===== src/rtl/fetch_unit.sv =====
// Instruction fetch unit: issues one instruction-memory read at a time, holds
// the returned word for the decode/execute stage until it retires, then
// advances the pc (sequential or ALU target). A misaligned target halts the
// unit with a sticky error flag until the next reset.
module fetch_unit #(
    parameter logic [31:0] RESET_PC = 32'h0000_0000,
    parameter logic [31:0] NOP_INST = 32'h0000_0013
) (
    input  logic        clk,
    input  logic        rst_n,
    output logic        imem_req,
    output logic [31:0] imem_addr,
    input  logic        imem_ack,
    input  logic [31:0] imem_rdata,
    output logic [31:0] inst,
    output logic        inst_valid,
    output logic [31:0] pc,
    output logic [31:0] pc_plus4,
    input  logic        exec_done,
    input  logic        PCsel,
    input  logic [31:0] alu_out,
    output logic        misalign_err,
    output logic [31:0] instret
);

    typedef enum logic [1:0] {
        IDLE = 2'd0,
        REQ  = 2'd1,
        HOLD = 2'd2,
        ERR  = 2'd3
    } state_t;

    state_t      state;
    state_t      state_nxt;
    logic [31:0] ir;
    logic [31:0] next_pc;
    logic        retire;
    logic        misalign;

    assign pc_plus4  = pc + 32'd4;
    assign imem_addr = pc;

    // Next-state, retirement decision and the request/valid outputs; the
    // outputs are gated by rst_n so a pending synchronous reset already
    // silences the memory request and the decode stage.
    always_comb begin
        state_nxt  = state;
        retire     = 1'b0;
        misalign   = 1'b0;
        imem_req   = 1'b0;
        inst_valid = 1'b0;
        inst       = NOP_INST;
        // Jump targets always have bit 0 cleared (JALR semantics).
        next_pc    = PCsel ? (alu_out & 32'hFFFF_FFFE) : pc_plus4;
        case (state)
            IDLE: state_nxt = REQ;
            REQ: begin
                imem_req = rst_n;
                if (imem_ack) begin
                    state_nxt = HOLD;
                end
            end
            HOLD: begin
                inst_valid = rst_n;
                if (rst_n) begin
                    inst = ir;
                end
                if (exec_done) begin
                    retire    = 1'b1;
                    misalign  = (next_pc[1:0] != 2'b00);
                    state_nxt = misalign ? ERR : REQ;
                end
            end
            ERR:     state_nxt = ERR;
            default: state_nxt = IDLE;
        endcase
    end

    // State, pc, instruction register, retire counter and sticky error flag.
    always_ff @(posedge clk) begin
        if (!rst_n) begin
            state        <= IDLE;
            pc           <= RESET_PC;
            ir           <= NOP_INST;
            instret      <= 32'd0;
            misalign_err <= 1'b0;
        end else begin
            state <= state_nxt;
            if (state == REQ && imem_ack) begin
                ir <= imem_rdata;
            end
            if (retire) begin
                instret <= instret + 32'd1;
                if (misalign) begin
                    misalign_err <= 1'b1;
                end else begin
                    pc <= next_pc;
                end
            end
        end
    end

endmodule


===== config.mk =====
export PLATFORM = sky130hd
export DESIGN_NAME = fetch_unit
export DESIGN_NICKNAME = d
export VERILOG_FILES = /design/src/rtl/fetch_unit.sv
export SDC_FILE = /design/constraint.sdc
export NUM_CORES = 1
export LEC_CHECK = 0
export ABC_AREA = 1
export CAP_MARGIN = 20
export CORE_AREA = 2 2 136 112
export CTS_BUF_LIST = sky130_fd_sc_hd__clkbuf_2 sky130_fd_sc_hd__clkbuf_4 sky130_fd_sc_hd__clkbuf_8
export DETAILED_ROUTE_END_ITERATION = 8
export DIE_AREA = 0 0 138 114
export PLACE_DENSITY = 0.88
export SYNTH_ARGS = -nofsm -noshare
export SYNTH_HDL_FRONTEND = slang
export SYNTH_SLANG_ARGS = --single-unit

===== constraint.sdc =====
create_clock -name clk -period 1.42 [get_ports clk]
set_input_delay 0.284 -clock clk [delete_from_list [all_inputs] [get_ports clk]]
set_output_delay 0.284 -clock clk [all_outputs]
set_load 0.05 [all_outputs]

==> results.md <==
- Synth warn: 0
- Synthesized instance count: slightly above 900
- Die outline width: 138 µm
- Post-detailed-route count of antenna-violating nets: 0
- Synth Net Count: around 990
- FF/Latch Area: 2100 µm²
- Clock tree from TritonCTS: yes
- Register area share after synthesis: 34.3%
- Row count: 40
- Number of antenna violations at the first check in global routing: 1
- Max Fanout on Critical Path: 3
- Post-detailed-placement half-perimeter wirelength: 19.1 mm
- Root buffer cell: clkbuf_8
- Fill cell instance count of the final layout: 593
- Ratio of routed vias to standard cells: 5.96
- Starting density of the core: 39.8%
- Clock slew seen by the registers of the worst setup and hold paths: 0.10 ns
- Count of placed standard cells in the final layout, fillers left out: 1450
- Maximum number of pins on one net before global-route repair: 67
- Largest incremental delay on the critical path: 0.39 ns
- Unrepaired setup endpoints after global routing: true
- Area grow syn2layout: 123%
- Total gr overflow: 0
- DIE HEIGHT: 114 µm
- Count of distinct cell types in the synthesized netlist: 36
- Worst VDD drop: 0.000463 V
- Count of pins on the block boundary: about 230
- Cell breakdown of the critical path: nand2_1, nor2_1, buf_4, nand2_1, nor2_1, nand3_2, and2_4, buf_12
- Number of register bits inferred by synthesis: 99
- Failing checks: negative setup slack
- Max Transition Viols Final: 0
- Worst-margin pin slew: 0.537 ns
- Total setup violations reported at the end of the flow: 132
- CTS hold repair buffers: 0
- Buf+Inv Stages, Crit Path: 2
- Overall die area: around 16000 µm²
- Final min period: approximately 2.4 ns
- CP max stage cell: dfxtp_2
- Design Area, Final: around 13000 µm²
- Data arrival time of the critical path: about 2.1 ns
- Routed length per placed instance: between 20 and 25 µm
- Setup crit end kind: output pin
- Area of the placeable core: ~15000 µm²
- Multi-input gate area in the final layout: 4590 µm²
- Synth Cell Area: between 5000 and 6000 µm²
- Placer Congestion: slightly above 1
- Setup Skew: between 0.02 and 0.025 ns
- Maximum capacitance violations: 0
- DR vias: 8640
- Most common cell after layout, fill and taps aside: nand2_1
- Worst Setup Start Kind: flop
- Synth async-reset ratio: 0%
- Worst path setup slack after routing: -0.969 ns
- DRT Pass-1 Iters: 6
- Max Fclk: ~420 MHz
- Power Total: 6.82 mW
- EDFF count, synth: 0
- Crit path max-delay family: simple AND/OR/NAND/NOR gates
- Maximum clock path buffer count: 2
- Worst slew margin: 64.2%
- Mean area per synthesized cell: about 6.3 µm²
- Placed cells: 1382
- Layout cell share with drive strength beyond 1: 52.4%
- Utilization after layout: 88.8%
- Placement-stage cell area: 11200 µm²
- Period Utilization, post-route: 168%
- Count of input and output buffers: 230
- DRT iter0 DRCs: around 930
- DRC viols: 0
- Path category of the worst min-delay check: input pin to flop
- Leakage power summed over all cells: 5.01 nW
- Sinks on the clock net: 99
- Commonest non-fill, non-tap cells in the layout: nand2_1, buf_12, buf_4, nor2_1, clkdlybuf4s50_1
- Most used DFF post-synth: dfxtp_1
- Vias in the first global route: around 8300
- Htree depth: 3
- Clock insertion delay at the later pin of the skew report: a little under 0.4 ns
- Start-to-end type of the worst setup path: flop to output pin
- Aggregate routed wire length: 34.2 mm
- Clock buffer count from CTS: 9
- Power per Cell Area: 530 nW/µm²
- Final number of hold-violating endpoints: 0
- Run status: finished, violations left
- Global-route wire length before repair: 43.9 mm
- # nets final: 1326
- Total routing usage reported by global routing: a little over a third
- Critical Path RT: 1.14 ns
logic make-up after synthesis:
group | synth area share, %
buffers and inverters | 10.9
and+or+nand+nor | 37.6
xor gates and xnor gates | 2.84
DFF | 34.3
adders and majority gates | 0.434
AOI/OAI and AO/OA | 13.8
synthesized netlist by cell type, types with 2 or more instances:
master / number / area (µm²)
ha_1: 2 / 25.0
xor2_2: 2 / 32.5
and2_1: 6 / 37.5
o21a_1: 5 / 37.5
nand2_1: 240 / 901
buf_4: 35 / 263
xnor2_1: 4 / 35.0
nand2_2: 2 / 12.5
nand3_1: 44 / 220
dfxtp_1: 99 / 1980
o21ai_0: 65 / 325
a21oi_1: 78 / 390
inv_2: 3 / 11.3
nor2_2: 6 / 37.5
or2_2: 3 / 18.8
inv_1: 55 / 206
nand3b_1: 5 / 37.5
xor2_1: 11 / 96.3
nand4_2: 2 / 25.0
nor2_1: 186 / 698
buf_1: 5 / 18.8
buf_2: 5 / 25.0
a31oi_1: 2 / 12.5
clkbuf_1: 24 / 90.1
o211a_1: 2 / 20.0
nor2_4: 9 / 101
nor3_1: 7 / 35.0
worst min-delay path: stages:
cell and delay (ns):
buf_2 0.12, buf_12 0.18, nand3_1 0.10
layout make-up:
| type | count | area share [%] |
|---|---|---|
| clock buffer | 11 | 1.13 |
| antenna | 1 | 0.0194 |
| sequential | 99 | 16.3 |
| clock inverter | 5 | 0.456 |
| timing repair buffer | 398 | 42.7 |
| tap | 189 | 1.83 |
| multi-input combinational | 688 | 35.6 |
| inverter | 59 | 1.95 |
path summary, 6_finish.rpt:
kind	from	end	depth (start not counted)	slack (ns)
min reg2reg	ir[1]$_SDFFE_PN1P_	ir[1]$_SDFFE_PN1P_	2	0.48
max reg2reg	imem_addr[2]$_SDFFE_PN0P_	imem_addr[9]$_SDFFE_PN0P_	13	-0.68
max	imem_addr[15]$_SDFFE_PN0P_	pc_plus4[28]	8	-0.97
min	rst_n	ir[4]$_SDFFE_PN1P_	3	0.36
repair_timing:
action | CTS | global route
pin swaps | 36 | 49
cloned | 4 | 0
setup buffers | 29 | 35
gates resized for setup | 97 | 205
endpoints found under the setup margin | 109 | 135
per-stage QoR:
step | TNS (ns) | hold slack, ns | setup WS (ns)
finish | -48.53 | 0.362 | -0.969
global route | -53.10 | 0.367 | -1.05
CTS | -36.55 | 0.354 | -0.824
detailed placement | -36.85 | 0.453 | -0.530
global placement | -30.33 | 0.448 | -0.437
floorplan | -26.58 | 0.410 | -0.589
per-layer routing:
metal	vias up	GRT usage, %	wire (µm)
li1	3555	-	-
met1	3986	39.4	11200
met2	795	61.2	16000
met3	304	9.28	3770
met4	0	17.1	3120
met5	-	0	0
where the power goes:
| group | switching (mW) | leakage [nW] | internal (mW) |
|---|---|---|---|
| Clock | 1.15 | 0.108 | 0.895 |
| Sequential | 0.0824 | 0.837 | 2.85 |
| Combinational | 1.01 | 4.06 | 0.841 |
registers in the layout, summed over array words and instances (netlist names):
name          cells
ir               32
misalign_err      1
state             2
imem_addr        32
instret          32
Power figures use the tool's default switching activity.
